==> config.mk <==
export PLATFORM = sky130hd
export DESIGN_NAME = cmp_length_tracker
export DESIGN_NICKNAME = d
export VERILOG_FILES = /design/src/rtl/cmp_pkg.sv /design/src/rtl/cmp_length_tracker.sv
export SDC_FILE = /design/constraint.sdc
export NUM_CORES = 1
export LEC_CHECK = 0
export CELL_PAD_IN_SITES_DETAIL_PLACEMENT = 1
export CELL_PAD_IN_SITES_GLOBAL_PLACEMENT = 1
export CORE_MARGIN = 3
export CORE_UTILIZATION = 40
export DETAILED_ROUTE_END_ITERATION = 6
export GPL_TIMING_DRIVEN = 1
export PLACE_DENSITY_LB_ADDON = 0.1
export SETUP_SLACK_MARGIN = 0.02
export SLEW_MARGIN = 20
export SYNTH_ARGS = -nofsm -noshare
export SYNTH_HDL_FRONTEND = slang
export SYNTH_SLANG_ARGS = --single-unit
==> constraint.sdc <==
create_clock -name i_clk -period 3.8 [get_ports i_clk]
set_clock_uncertainty 0.1 [all_clocks]
set_input_delay 0.76 -clock i_clk [delete_from_list [all_inputs] [get_ports i_clk]]
set_output_delay 0.76 -clock i_clk [all_outputs]
set_load 0.02 [all_outputs]
==> src/rtl/cmp_pkg.sv <==
// -----------------------------------------------------------------------------
// cmp_pkg
//   Shared definitions for the cache-line compressor datapath.
//   - state_t     : length-tracker FSM states (ACC, FLUSH, DONE)
//   - len_width   : width of a per-word compressed length (0..WORD_BITS)
//   - line_width  : width of a running line bit count (0..LINE_BITS)
//   - idx_width   : width of an output-word index, never less than 1
//   - DEF_LINE_BITS / DEF_WORD_BITS : default geometry, shared with the packer
// -----------------------------------------------------------------------------
package cmp_pkg;

  localparam int DEF_LINE_BITS = 128;
  localparam int DEF_WORD_BITS = 64;

  typedef enum logic [1:0] {
    ACC   = 2'd0,
    FLUSH = 2'd1,
    DONE  = 2'd2
  } state_t;

  function automatic int len_width(input int word_bits);
    return $clog2(word_bits) + 1;
  endfunction

  function automatic int line_width(input int line_bits);
    return $clog2(line_bits) + 1;
  endfunction

  function automatic int idx_width(input int line_bits, input int word_bits);
    int w;
    w = $clog2(line_bits / word_bits);
    return (w < 1) ? 1 : w;
  endfunction

endpackage

==> src/rtl/cmp_length_tracker.sv <==
// -----------------------------------------------------------------------------
// cmp_length_tracker
//   Running bit-length tracker between the per-word compressor and the packing
//   register array. One compressed-word length is accepted per beat; the block
//   keeps the line total, the fill level of the current output word and the
//   output word count, and reports word completion, end-of-line padding and
//   whether the line fit inside LINE_BITS.
//
// Handshake: a beat (i_len, i_last) transfers on a rising i_clk edge where
//   i_valid && o_ready. o_ready is a registered signal, high only in ACC (and
//   low throughout reset and on the first cycle out of it); i_valid while
//   o_ready is low is simply not consumed. i_ack is taken only while o_done is
//   visible and is ignored at any other time.
//
// Ports
//   i_clk, i_reset      clock; asynchronous active-low reset
//   i_valid, o_ready    beat handshake
//   i_len, i_last       compressed length of this word; last word of the line
//   i_ack               consumer took the line result
//   o_store, o_word_idx pulse: output word o_word_idx just filled
//   o_shift_amount      bits already occupying the current output word
//   o_fill, o_pad_bits  pulse: pad the partial last word by o_pad_bits
//   o_stop              pulse: line overflowed LINE_BITS
//   o_done              line result available
//   o_compressed        with o_done: 1 = line fit, 0 = store uncompressed
//   o_line_bits         accumulated bits of the line
//   o_state             current FSM state (debug visibility)
// -----------------------------------------------------------------------------
module cmp_length_tracker
  import cmp_pkg::*;
#(
  parameter int LINE_BITS = DEF_LINE_BITS,
  parameter int WORD_BITS = DEF_WORD_BITS,
  parameter int LEN_W     = len_width(WORD_BITS)
) (
  input  logic                                         i_clk,
  input  logic                                         i_reset,
  input  logic                                         i_valid,
  output logic                                         o_ready,
  input  logic [LEN_W-1:0]                             i_len,
  input  logic                                         i_last,
  input  logic                                         i_ack,
  output logic                                         o_store,
  output logic [idx_width(LINE_BITS, WORD_BITS)-1:0]   o_word_idx,
  output logic [LEN_W-1:0]                             o_shift_amount,
  output logic                                         o_fill,
  output logic [LEN_W-1:0]                             o_pad_bits,
  output logic                                         o_stop,
  output logic                                         o_done,
  output logic                                         o_compressed,
  output logic [line_width(LINE_BITS)-1:0]             o_line_bits,
  output logic [1:0]                                   o_state
);

  localparam int LB_W  = line_width(LINE_BITS);
  localparam int IDX_W = idx_width(LINE_BITS, WORD_BITS);
  // One extra bit on each sum so an overflowing beat is seen, not wrapped.
  localparam int TOT_W = LB_W + 1;
  localparam int FIL_W = LEN_W + 1;

  localparam logic [TOT_W-1:0] LINE_LIM = TOT_W'(LINE_BITS);
  localparam logic [FIL_W-1:0] WORD_LIM = FIL_W'(WORD_BITS);

  state_t             state_q, state_d;
  logic               ready_q, ready_d;
  logic [LB_W-1:0]    line_q,  line_d;
  logic [LEN_W-1:0]   shift_q, shift_d;
  logic [IDX_W-1:0]   cnt_q,   cnt_d;
  logic               store_q, store_d;
  logic [IDX_W-1:0]   idx_q,   idx_d;
  logic               fill_q,  fill_d;
  logic [LEN_W-1:0]   pad_q,   pad_d;
  logic               stop_q,  stop_d;
  logic               done_q,  done_d;
  logic               comp_q,  comp_d;

  logic [TOT_W-1:0]   tot_n;
  logic [FIL_W-1:0]   fil_n;

  always_comb begin
    state_d = state_q;
    line_d  = line_q;
    shift_d = shift_q;
    cnt_d   = cnt_q;
    store_d = 1'b0;
    idx_d   = idx_q;
    fill_d  = 1'b0;
    pad_d   = pad_q;
    stop_d  = 1'b0;
    done_d  = 1'b0;
    comp_d  = comp_q;
    tot_n   = {1'b0, line_q} + TOT_W'(i_len);
    fil_n   = {1'b0, shift_q} + {1'b0, i_len};

    unique case (state_q)
      ACC: begin
        if (i_valid && ready_q) begin
          if (tot_n > LINE_LIM) begin
            // Overflow: counters freeze at their pre-beat values so the
            // consumer sees how far the line got before it stopped fitting.
            stop_d  = 1'b1;
            comp_d  = 1'b0;
            state_d = DONE;
          end else begin
            line_d = tot_n[LB_W-1:0];
            if (fil_n >= WORD_LIM) begin
              store_d = 1'b1;
              idx_d   = cnt_q;
              cnt_d   = cnt_q + IDX_W'(1);
              shift_d = LEN_W'(fil_n - WORD_LIM);
            end else begin
              shift_d = fil_n[LEN_W-1:0];
            end
            // A line ending exactly on a word boundary has nothing to pad.
            if (i_last || (tot_n == LINE_LIM)) begin
              if (shift_d != '0) begin
                state_d = FLUSH;
              end else begin
                state_d = DONE;
                comp_d  = 1'b1;
              end
            end
          end
        end
      end

      FLUSH: begin
        fill_d  = 1'b1;
        pad_d   = LEN_W'(WORD_LIM - {1'b0, shift_q});
        comp_d  = 1'b1;
        state_d = DONE;
      end

      DONE: begin
        done_d = 1'b1;
        // Only acknowledge once o_done has actually been presented.
        if (i_ack && done_q) begin
          done_d  = 1'b0;
          comp_d  = 1'b0;
          line_d  = '0;
          shift_d = '0;
          cnt_d   = '0;
          state_d = ACC;
        end
      end

      default: begin
        state_d = ACC;
      end
    endcase

    ready_d = (state_d == ACC);
  end

  always_ff @(posedge i_clk or negedge i_reset) begin
    if (!i_reset) begin
      state_q <= ACC;
      ready_q <= 1'b0;
      line_q  <= '0;
      shift_q <= '0;
      cnt_q   <= '0;
      store_q <= 1'b0;
      idx_q   <= '0;
      fill_q  <= 1'b0;
      pad_q   <= '0;
      stop_q  <= 1'b0;
      done_q  <= 1'b0;
      comp_q  <= 1'b0;
    end else begin
      state_q <= state_d;
      ready_q <= ready_d;
      line_q  <= line_d;
      shift_q <= shift_d;
      cnt_q   <= cnt_d;
      store_q <= store_d;
      idx_q   <= idx_d;
      fill_q  <= fill_d;
      pad_q   <= pad_d;
      stop_q  <= stop_d;
      done_q  <= done_d;
      comp_q  <= comp_d;
    end
  end

  assign o_ready        = ready_q;
  assign o_store        = store_q;
  assign o_word_idx     = idx_q;
  assign o_shift_amount = shift_q;
  assign o_fill         = fill_q;
  assign o_pad_bits     = pad_q;
  assign o_stop         = stop_q;
  assign o_done         = done_q;
  assign o_compressed   = comp_q;
  assign o_line_bits    = line_q;
  assign o_state        = state_q;

endmodule
==> impl_metrics.yaml <==
status:
  status: "finished clean"
cts:
  cts_max_path_buffers: 2
  htree_num_levels: 2
  ctsHoldBuffers: 0
  cts-root-buf: "clkbuf_8"
  cts_buffers: 5
  clock_latency_ns: 0.28
  cts_tree: "built"
  cts_sinks: 32
  clk_pin_slew_ns: 0.07
power_and_ir_drop:
  p_per_area_nw_per_um2: 943
  internal-power_mw: 1.67
  ir_worst_vdd_uv: 418
  seqPwrFrac_pct: 21.1
  sw_frac_of_total_pct: 44.3
  cellLeakagePower_nw: 1.41
  pwr-share-comb_pct: 68.1
  clkPwrFrac_pct: 10.9
  switchingPower_mw: 1.33
synth:
  muxShareOfSynthArea_pct: 4.48
  synthCells: 221
  ys.flop_type: "dfrtp_1"
  ys_async_sr_fraction_pct: 100
  ys_ff_latch: 32
  yosysWarnings: 0
  synth_top_family_by_area: "compound AO/OA/AOI/OAI gates"
  synthSimpleGateAreaFrac_pct: 14.3
  synth_xor_xnor_area_share_pct: 4.31
  synthDistinctLibCells: 51
  yosys.area_share.adder_pct: 13.0
  synth_edf_count: 0
  syn_nets: 254
  syn_area_sq_um: 2240
  synth_compound_area_share_pct: 24.7
  ys_seq_area_share_pct: 35.8
  syn_area_per_cell_sq_um: 10.1
timing:
  finalCriticalPeriod_ns: 3.61
  slew_violations: 0
  setup_viol: 0
  setup_ws_ns: 0.188
  max_freq_ghz: 0.277
  max-slew-margin-rel_pct: 63.2
  hold_violations: 0
  tightest_slew_ns: 0.552
  fin_crit_sh_pct: 95.0
  whs_ns: 0.407
critical_path:
  criticalPathCategory: "in2reg"
  cp_common_cell: "buf_4"
  startpoint_type: "primary input"
  critPathLaunch: "i_len[1]"
  max_stage_delay_ns: 0.42
  crit_end: "o_compressed$_DFFE_PN0P_"
  cp-end-kind: "flip-flop"
  cp_top_family: "buffers and inverters"
  worstReg2RegStart: "o_line_bits[0]$_DFFE_PN0P_"
  reg2reg_depth: 12
  required_ns: 3.89
  rr_endpoint: "o_shift_amount[6]$_DFFE_PN0P_"
  cp.depth: 13
  cp_max_fo: 3
  cp_cell_sequence: "clkdlybuf4s50_1 -> buf_4 -> ha_1 -> a211o_1 -> nor2b_1 -> buf_4 -> o31ai_2 -> buf_4 -> xnor2_1 -> o21ai_1 -> a21boi_1 -> mux2_2 -> nor3_1"
  path_buf_inv: 4
  crit_slowest_cell: "clkdlybuf4s50_1"
  cp.arrival_ns: 3.71
  regToRegSetupSlack_ns: 0.63
drt:
  ant_nets: 0
  routed_wl_um: 6780
  viasPerCell: 5.59
  wire_per_inst_um: 18.3
  firstDrtPassIters: 4
  route.vias.total: 2075
  route.detailed.drc: 0
  drtIter0Drc: 64
die:
  start_util_pct: 42.4
  fp-row-count: 26
  die_x_um: 80.8
  coreArea_sq_um: 5270
  die_area_sq_um: 6520
  die_h_um: 80.8
  io_pins: 43
placement:
  dpl_cell_area_sq_um: 2970
  dpl.hpwl_um: 4950
  io_buffers: 42
  dp_slack_ns: -0.413
  place_congestion: 0.830
flow_run:
  cap_viol_max_count: 0
layout:
  fin_area_sq_um: 3190
  area_delta_synth_final_pct: 42.6
  diodes: 0
  fin_nets: 333
  num-fill-cells: 619
  drive_above_1_share_pct: 21.9
global_routing:
  grt_max_degree: 33
  first_global_vias: 2245
  grt_pass1_wl_um: 10900
  antenna_found_initial: 0
  grt_util_all_layers_pct: 21.7
  grt-ovfl-total: 0
min_path:
  hold_class: "reg2reg"
  min_from: "o_pad_bits[4]$_DFFE_PN0P_"
==> registers in the layout, indices dropped and copies added, names as in the netlist <==
name            cells
o_ready             1
o_pad_bits          7
o_store             1
o_state             2
o_stop              1
cnt_q               1
o_done              1
o_shift_amount      7
o_word_idx          1
o_compressed        1
o_fill              1
o_line_bits         8
==> metal layers <==
layer	wire (um)	part of all wire (%)	global-route usage, %	vias up
met2	3450	51	37.4	35
met3	194	2.9	3.77	8
met5	0	0	0	-
met1	3050	45	27.7	1048
met4	86	1.3	7.09	0
li1	-	-	-	984
==> worst register-to-register path, delay by kind of cell (launching register included) <==
family          cells  cell delay (ns)
xor+xnor            1             0.18
flops               1             0.38
mux                 1             0.14
buf+inv             2             0.24
simple gates        2             0.51
fa+ha+maj           3             1.03
compound gates      3             0.48
==> Yosys cell counts, drive strengths merged, types with 4 or more instances <==
cell,number,area (sq um)
a211o,4,35.0
mux2,8,90.1
nor2,14,52.6
o2bb2ai,4,35.0
dfrtp,32,801
xor2,5,43.8
o21ai,12,63.8
xnor2,6,52.6
nand2,11,41.3
a21oi,14,77.6
nor2b,7,43.8
nor3,4,20.0
ha,19,238
a22o,10,87.6
inv,15,56.3
a211oi,8,90.1
==> worst min-delay path by stage <==
stage | depth (start not counted) | slack [ns] | end
2_1_floorplan | 0 | 0.36 | cnt_q$_DFFE_PN0P_
4_1_cts | 1 | 0.41 | o_pad_bits[2]$_DFFE_PN0P_
6_report | 1 | 0.41 | o_pad_bits[4]$_DFFE_PN0P_
5_1_grt | 1 | 0.43 | o_pad_bits[4]$_DFFE_PN0P_
3_3_place_gp | 1 | 0.39 | o_pad_bits[0]$_DFFE_PN0P_
3_5_place_dp | 1 | 0.40 | o_pad_bits[4]$_DFFE_PN0P_
==> per-stage QoR <==
step                      instances  utilization [%]  setup TNS [ns]  power [mW]
after floorplan                 221                -               0        1.76
after global placement          362             56.3           -3.63        2.47
after detailed placement        362             56.3           -6.09        2.52
after CTS                       371             59.0               0        2.92
after global routing            371             60.5         -0.0191        3.23
final                           371             60.5               0        3.00
==> kinds of logic after synthesis <==
| kind of cell | after synthesis |
|---|---|
| xor gates and xnor gates | 11 |
| and+or+nand+nor | 57 |
| buffers and inverters | 18 |
| AOI/OAI and AO/OA | 72 |
| adders and majority gates | 22 |
| muxes | 9 |
| DFF | 32 |
==> power groups by stage <==
stage	Combinational [mW]	Clock (mW)	Sequential [mW]
detailed placement	1.88	0	0.639
floorplan	0.985	0	0.776
CTS	1.94	0.334	0.636
finish	2.05	0.326	0.633
global placement	1.83	0	0.633
global route	2.22	0.349	0.658
==> what timing repair did <==
action                                 4_1_cts  5_1_grt
endpoints found under the hold margin        0        0
setup buffers                                1        0
setup endpoints to repair                   18       21
gates resized for setup                      6       17
pin swaps                                    1       10
==> cell usage in the layout (no fill, tap or decap), drive strengths merged, types with 2 or more instances in the layout <==
master         synthesis  layout
nor4b                  2       2
o22ai                  2       2
xnor2                  6       6
ha                    19      19
mux2                   8       8
a22o                  10      10
a211o                  4       4
nand3                  2       2
and3                   3       3
fa                     2       2
nor2                  14      14
dfrtp                 32      32
a211oi                 8       8
xor2                   5       5
a21boi                 2       2
buf                    3      33
o21ai                 12      12
or4                    2       2
o211ai                 3       3
a21oi                 14      14
inv                   15      15
o2bb2ai                4       4
nand2                 11      11
clkdlybuf4s50          0      41
nand2b                 3       3
o21a                   3       3
nor3b                  3       3
clkbuf                 0       6
nor3                   4       4
nor2b                  7       7
==> area by class of cell <==
class                      count  area, sq um  share of cell area [%]
timing repair buffer          75          682                    21.4
multi-input combinational    171         1450                    45.6
sequential                    32          801                    25.1
clock buffer                   6         72.6                    2.28
clock inverter                 2         35.0                    1.10
inverter                      15         56.3                    1.77
tap                           70         87.6                    2.75
Power figures use the tool's default switching activity.
